`config.mk`:
```
export PLATFORM = sky130hd
export DESIGN_NAME = pulse_stretch_out_flat
export DESIGN_NICKNAME = d
export VERILOG_FILES = /design/src/rtl/pulse_stretch_out_if.sv /design/src/rtl/pulse_stretch_out.sv /design/src/flat_wrapper.sv
export SDC_FILE = /design/constraint.sdc
export NUM_CORES = 1
export LEC_CHECK = 0
export BUFFER_PORTS_ARGS = -buffer_cell sky130_fd_sc_hd__buf_2
export CAP_MARGIN = 20
export CELL_PAD_IN_SITES_DETAIL_PLACEMENT = 1
export CELL_PAD_IN_SITES_GLOBAL_PLACEMENT = 1
export CORE_UTILIZATION = 30
export CTS_BUF_LIST = sky130_fd_sc_hd__clkbuf_2 sky130_fd_sc_hd__clkbuf_4 sky130_fd_sc_hd__clkbuf_8
export CTS_CLUSTER_SIZE = 24
export DETAILED_ROUTE_END_ITERATION = 8
export GPL_ROUTABILITY_DRIVEN = 0
export PLACE_DENSITY_LB_ADDON = 0.1
export SETUP_SLACK_MARGIN = 0.02
export SLEW_MARGIN = 20
export SYNTH_ARGS = -nofsm -noshare
export SYNTH_HDL_FRONTEND = slang
export SYNTH_SLANG_ARGS = --single-unit
```
`constraint.sdc`:
```
create_clock -name clk -period 5.65 [get_ports clk]
set_input_delay 1.13 -clock clk [delete_from_list [all_inputs] [get_ports clk]]
set_output_delay 1.13 -clock clk [all_outputs]
set_load 0.02 [all_outputs]
```
`src/rtl/pulse_stretch_out_if.sv`:
```
// Trigger/status bundle for the one-shot output pulse driver.
// Game logic drives trig (master); the stretcher drives the rest (slave).
interface pulse_stretch_out_if;
    logic trig;
    logic out;
    logic busy;
    logic pending;
    logic drop;

    modport master (
        output trig,
        input  out,
        input  busy,
        input  pending,
        input  drop
    );

    modport slave (
        input  trig,
        output out,
        output busy,
        output pending,
        output drop
    );
endinterface

```
`src/rtl/pulse_stretch_out.sv`:
```
// One-shot pulse stretcher: fixed HOLD high time, enforced GAP, one-deep queue.
// PULSE_RETRIGGER_EN: trig during HOLD extends the pulse instead of queueing.
module pulse_stretch_out #(
    parameter int HOLD_CYCLES = 16,
    parameter int GAP_CYCLES  = 16,
    parameter int CNT_W       = 6
) (
    input  logic                clk,
    input  logic                n_rst,
    pulse_stretch_out_if.slave  bus
);
    typedef enum logic [1:0] {
        IDLE,
        HOLD,
        GAP
    } state_t;

    localparam logic [CNT_W-1:0] HOLD_LD = CNT_W'(HOLD_CYCLES - 1);
    localparam logic [CNT_W-1:0] GAP_LD  = CNT_W'(GAP_CYCLES - 1);
    localparam logic [CNT_W-1:0] ONE     = CNT_W'(1);

    state_t           state, state_n;
    logic [CNT_W-1:0] cnt, cnt_n;
    logic             pending, pend_n;
    logic             drop, drop_n;
    logic             req_busy;

    always_ff @(posedge clk or negedge n_rst) begin
        if (!n_rst) begin
            state   <= IDLE;
            cnt     <= '0;
            pending <= 1'b0;
            drop    <= 1'b0;
        end else begin
            state   <= state_n;
            cnt     <= cnt_n;
            pending <= pend_n;
            drop    <= drop_n;
        end
    end

    always_comb begin
        state_n  = state;
        cnt_n    = cnt;
        pend_n   = pending;
        drop_n   = 1'b0;
        req_busy = 1'b0;
        unique case (state)
            IDLE: begin
                if (bus.trig) begin
                    state_n = HOLD;
                    cnt_n   = HOLD_LD;
                end
            end
            HOLD: begin
`ifdef PULSE_RETRIGGER_EN
                if (bus.trig) begin
                    cnt_n = HOLD_LD;
                end else if (cnt == '0) begin
                    state_n = GAP;
                    cnt_n   = GAP_LD;
                end else begin
                    cnt_n = cnt - ONE;
                end
`else
                req_busy = bus.trig;
                if (cnt == '0) begin
                    state_n = GAP;
                    cnt_n   = GAP_LD;
                end else begin
                    cnt_n = cnt - ONE;
                end
`endif
            end
            GAP: begin
                if (cnt == '0) begin
                    // Queued request goes first; a fresh trig takes its slot.
                    if (pending || bus.trig) begin
                        state_n = HOLD;
                        cnt_n   = HOLD_LD;
                        pend_n  = pending && bus.trig;
                    end else begin
                        state_n = IDLE;
                    end
                end else begin
                    cnt_n    = cnt - ONE;
                    req_busy = bus.trig;
                end
            end
            default: begin
                state_n = IDLE;
                cnt_n   = '0;
            end
        endcase
        if (req_busy) begin
            if (pending) begin
                drop_n = 1'b1;
            end else begin
                pend_n = 1'b1;
            end
        end
    end

    assign bus.out     = (state == HOLD);
    assign bus.busy    = (state != IDLE);
    assign bus.pending = pending;
    assign bus.drop    = drop;
endmodule

```
`src/flat_wrapper.sv`:
```
// flat-port wrapper written by rule: the top's interface ports become plain ports
module pulse_stretch_out_flat 
#(
    parameter int HOLD_CYCLES = 16,
    parameter int GAP_CYCLES  = 16,
    parameter int CNT_W       = 6
)
  (clk, n_rst, bus_trig, bus_out, bus_busy, bus_pending, bus_drop);
  pulse_stretch_out_if bus_i ();
  input  logic clk;
  input  logic n_rst;
  input wire logic [$bits(bus_i.trig)-1:0] bus_trig;
  output wire logic [$bits(bus_i.out)-1:0] bus_out;
  output wire logic [$bits(bus_i.busy)-1:0] bus_busy;
  output wire logic [$bits(bus_i.pending)-1:0] bus_pending;
  output wire logic [$bits(bus_i.drop)-1:0] bus_drop;
  assign bus_i.trig = bus_trig;
  assign bus_out = bus_i.out;
  assign bus_busy = bus_i.busy;
  assign bus_pending = bus_i.pending;
  assign bus_drop = bus_i.drop;
  pulse_stretch_out #(.HOLD_CYCLES(HOLD_CYCLES), .GAP_CYCLES(GAP_CYCLES), .CNT_W(CNT_W)) u_core (.clk(clk), .n_rst(n_rst), .bus(bus_i));
endmodule
```
==> After elaboration in Yosys (flattened, before gate mapping) <==
Cells that the tools add are included.
W data, S select, Z words.
{ "totals": {"reg_bits": 10, "in_bits": 3, "out_inout_bits": 4, "word_cells": 37} }
{ "op_classes": {"n_addsub": 1, "n_eq_ne": 6, "n_mux": 19, "reduce_logical": 7} }
{ "ops": {"columns": ["cell", "count"], "rows": [
  ["$mux W6", 4],
  ["$pmux W6 S3", 1],
  ["$mux W1", 9],
  ["$logic_not A6 Y1", 1],
  ["$mux W2", 3],
  ["$pmux W2 S3", 1],
  ["$sub A6 B1 Y6 const B", 1],
  ["$ne A2 B1 Y1 const B", 2],
  ["$ne A3 B3 Y1 const B", 1],
  ["$reduce_and A3 Y1", 1],
  ["$eq A2 B1 Y1 const B", 1],
  ["$eq A2 B2 Y1 const B", 1],
  ["$logic_not A2 Y1", 1],
  ["$ne A2 B2 Y1 const B", 1],
  ["$pmux W1 S2", 1],
  ["$reduce_and A2 Y1", 1],
  ["$reduce_bool A2 Y1", 1],
  ["$logic_and A1 B1 Y1", 1],
  ["$logic_or A1 B1 Y1", 1]
]} }

==> Logic depth before layout (Yosys ltp) <==
{ "depth": {"ltp_word": 6, "ltp_mapped": 8, "ltp_nobuf": 6} }

==> Worst setup path before layout <==
OpenSTA, ideal clock, no wires.
{ "synth_timing": {"path_kind": "input -> register", "from": "in bus_trig", "to": "reg u_core.cnt[3]", "setup_ps": 121, "arrival_time_ps": 2053, "required_ps": 5529, "slack_ps": 3476, "cell_stages": 4, "path_buffers": 0, "path_cell_list": "or3b_2 > nor3_2 > a31oi_1 > a22o_1"} }
{ "synth_between": {"elab_chain_len": 3, "elab_cells_between_ends": 4} }
{ "synth_rtl": {"columns": ["element", "line", "text"], "rows": [
  ["start, declared", "flat_wrapper.sv:12", "input wire logic [$bits(bus_i.trig)-1:0] bus_trig;"],
  ["$logic_or A1 B1 Y1", "pulse_stretch_out.sv:78", "if (pending || bus.trig) begin"],
  ["$ne A3 B3 Y1 (no line)", null, null],
  ["$reduce_and A2 Y1 (no line) (*)", null, null],
  ["end signal, assigned", "pulse_stretch_out.sv:36", "cnt <= cnt_n;"],
  ["end, declared", "pulse_stretch_out.sv:23", "logic [CNT_W-1:0] cnt, cnt_n;"]
]} }
Mark *: on every way between the ends. The rest lies on a longest branch, timed or not.
A chain may end at the register's enable or synchronous reset.

==> Final worst setup path <==
{ "layout_timing": {"from": "reg u_core.state[0]", "to": "out bus_busy"} }
{ "layout_between": {"elab_chain_len": 1} }
{ "layout_rtl": {"columns": ["element", "line", "text"], "rows": [
  ["start, declared", "pulse_stretch_out.sv:22", "state_t state, state_n;"],
  ["start signal, assigned", "pulse_stretch_out.sv:35", "state <= state_n;"],
  ["$reduce_bool A2 Y1", "pulse_stretch_out.sv:105", "assign bus.busy = (state != IDLE);"],
  ["end, declared", "flat_wrapper.sv:14", "output wire logic [$bits(bus_i.busy)-1:0] bus_busy;"]
]} }
Every way passes these cells.

==> metrics.md <==
| Metric | Value |
|---|---|
| CTS tree | built |
| Main flop type after synthesis | dfrtp_1 |
| Post-CTS Setup Bufs | 0 |
| Final HPWL DP | 1.15 mm |
| Synth area leaders | dfrtp_1 36%, ha_1 11%, o21ai_0 5.0%, a21oi_1 4.3%, inv_1 4.3% |
| Data required, critical path | 4.52 ns |
| GR Util All Layers | 14.7% |
| Root Driver | clkbuf_4 |
| Synth warnings | 0 |
| Critical path's top delay family | flip-flops |
| Cell Chain, Critical Path | inv_1, ha_1, inv_1, buf_2 |
| Post-route core utilization | 34.1% |
| DR vias | 577 |
| Most common cell in the netlist | dfrtp_1 |
| Diodes inserted | 0 |
| WP data arrival | 1.38 ns |
| Die X | 50.2 µm |
| 1st-pass router iterations | 3 |
| Vias per inst | 5.29 |
| DRC | 0 |
| DIE HEIGHT | 50.2 µm |
| Leak Pwr | 0.350 nW |
| Area of the core | 2210 µm² |
| Worst-path clk slew | 0.07 ns |
| Clock Skews | 0.00253 ns |
| Synth Net Count | 85 |
| Pins Over Slew Limit | 0 |
| Post-synth EDFFs | 0 |
| Initial Util | 31.6% |
| Max VDD drop | 287 µV |
| Asr flop ratio synth | 100% |
| Yosys top cell by area | dfrtp_1 |
| DRT iter0 DRCs | 6 |
| Nets@finish | 92 |
| Outcome | completed |
| Max frequency | 398 MHz |
| #FFs+latches synth | 10 |
| Startpoint Class | flip-flop |
| Setup repair after global routing missed its margin | no |
| Pin count of the biggest net entering global routing | 11 |
| Drt total wl | 1.54 mm |
| Row count | 17 |
| Die Area | 2520 µm² |
| Port-buffer cells | 6 |
| Syn_area_per_cell | 9.19 µm² |
| Seq/Total Area, Yosys | 35.8% |
| Clock Latency Late Sink | 0.26 ns |
| Post-Layout Cell Count | 109 |
| Worst hold path class | flip-flop to flip-flop |
| Routed WL per cell | 14.1 µm |
| Multi-input logic area | 387 µm² |
| Yosys cell types | 28 |
| Combined buffer and inverter count along the critical path | 3 |
| Post-CTS sizing | 0 |
| Area growth syn-to-layout | 8.06% |
| Number of CTS-inserted buffers | 3 |
| Syn Inst Count | 76 |
| Reg area | 250 µm² |
| Most used cell, CP | inv_1 |
| Setup TNS | 0 ns |
| Hold_ws | 0.578 ns |
| Crit Path Max Fanout | 7 |
| Inst Count DP | 106 |
| # clock sinks | 10 |
| Initial antenna violation count | 0 |
| Yosys top cell area share | 35.8% |
| Number of global-route vias before repair | 592 |
| Final Cycle Share | 44.5% |
| Least-Margin Pin Slew | 0.542 ns |
| Share of layout cells above drive strength 1 | 16.0% |
| Max_cap viols | 0 |
| Critical path's slowest cell | dfrtp_1 |
| H-tree Lvls | 1 |
| Critical path type | flip-flop to output port |
| Synth cell count leaders | 10 x dfrtp_1, 8 x inv_1, 7 x o21ai_0 |
| Grt total ovfl | 0 |
| Global-route wire length before repair | 2.79 mm |
| Final hold vios | 0 |
| Setup crit end kind | output port |
| Max Buffers Root-to-Sink | 2 |
| Max-slew headroom | 63.8% |
| Tmin final | 2.51 ns |
| Max incr delay on CP | 0.43 ns |
| Final ANT Viol Nets | 0 |
| Fill count | 267 |
| Hold buffers post-CTS | 0 |
| Pwr dens | 605 nW/µm² |
| Cell area after synthesis | 698 µm² |
| Final setup fails | 0 |
| Num ports | 7 |
==> worst min-delay path: stages, from the launching register on <==
cell and delay, ns:
dfrtp_1 0.37, o21ai_0 0.10, o31ai_1 0.07
==> sequential cells by signal (all words and copies together), names as in the netlist <==
signal              count
u_core.bus.drop         1
u_core.bus.pending      1
u_core.cnt              6
u_core.state            2
==> where the power goes <==
| group | internal, mW | switching [mW] | total, mW |
|---|---|---|---|
| clock network | 0.0246 | 0.0262 | 0.0508 |
| logic | 0.118 | 0.155 | 0.273 |
| registers | 0.101 | 0.0315 | 0.132 |
| total | 0.243 | 0.213 | 0.456 |
==> layer usage <==
metal	vias to the layer above	part of all wire [%]	GRT usage [%]
met5	-	0	0
met4	0	0.52	5.71
met3	2	1.8	3.64
met2	3	46	21.6
met1	281	52	20.4
li1	291	-	-
==> metrics by stage <==
stage,power (mW),worst slack [ns],instance area (µm²)
2_1_floorplan,0.347,3.48,698
3_3_place_gp,0.406,3.24,732
3_5_place_dp,0.405,3.21,732
4_1_cts,0.461,3.11,754
5_1_grt,0.502,3.04,754
6_report,0.456,3.14,754
==> area by class of cell <==
| type | count | share of cell area, % |
|---|---|---|
| Clock buffer | 3 | 2.99 |
| Inverter | 8 | 3.98 |
| Multi-Input combinational cell | 54 | 51.2 |
| Sequential cell | 10 | 33.2 |
| Tap cell | 28 | 4.64 |
| Timing Repair Buffer | 6 | 3.98 |
==> path summary, 6_finish.rpt <==
| kind | from | endpoint | slack (ns) | cells past startpoint |
|---|---|---|---|---|
| worst min register to register | u_core.cnt[4]$_DFFE_PN0P_ | u_core.cnt[4]$_DFFE_PN0P_ | 0.58 | 2 |
| worst max register to register | u_core.cnt[0]$_DFFE_PN0P_ | u_core.cnt[3]$_DFFE_PN0P_ | 3.51 | 6 |
| worst max-delay path | u_core.state[0]$_DFFE_PN0P_ | bus_busy | 3.14 | 4 |
| worst min-delay path | u_core.cnt[4]$_DFFE_PN0P_ | u_core.cnt[4]$_DFFE_PN0P_ | 0.58 | 2 |
| min in group asynchronous | n_rst | u_core.cnt[5]$_DFFE_PN0P_ | 0.72 | 1 |
| max in group asynchronous | n_rst | u_core.state[1]$_DFFE_PN0P_ | 4.73 | 1 |
==> cell families after synthesis <==
kind of cell,share of synthesized area (%)
compound gates,25.8
simple gates,14.2
buf+inv,8.78
flops,35.8
fa+ha+maj,10.8
mux,4.66
==> layout by cell type (no fill, tap or decap) <==
| master | Yosys | final |
|---|---|---|
| mux2i_1 | 1 | 1 |
| o21bai_1 | 2 | 2 |
| nor2b_1 | 1 | 1 |
| or3b_2 | 1 | 1 |
| dfrtp_1 | 10 | 10 |
| or4b_1 | 1 | 1 |
| or4_1 | 2 | 2 |
| a31oi_1 | 2 | 2 |
| nand2_1 | 2 | 2 |
| nor3_2 | 1 | 1 |
| ha_1 | 6 | 6 |
| a22o_1 | 3 | 3 |
| a211oi_1 | 1 | 1 |
| clkbuf_4 | 0 | 3 |
| o21ai_0 | 7 | 7 |
| o22ai_1 | 1 | 1 |
| mux2_2 | 2 | 2 |
| nand2b_1 | 1 | 1 |
| or2_1 | 1 | 1 |
| a21o_1 | 1 | 1 |
| o41ai_1 | 2 | 2 |
| inv_1 | 8 | 8 |
| nor3_1 | 2 | 2 |
| o31ai_1 | 3 | 3 |
| buf_2 | 0 | 6 |
| nor2_1 | 5 | 5 |
| a21oi_1 | 6 | 6 |
No activity file was read; power rests on OpenSTA's default activity.
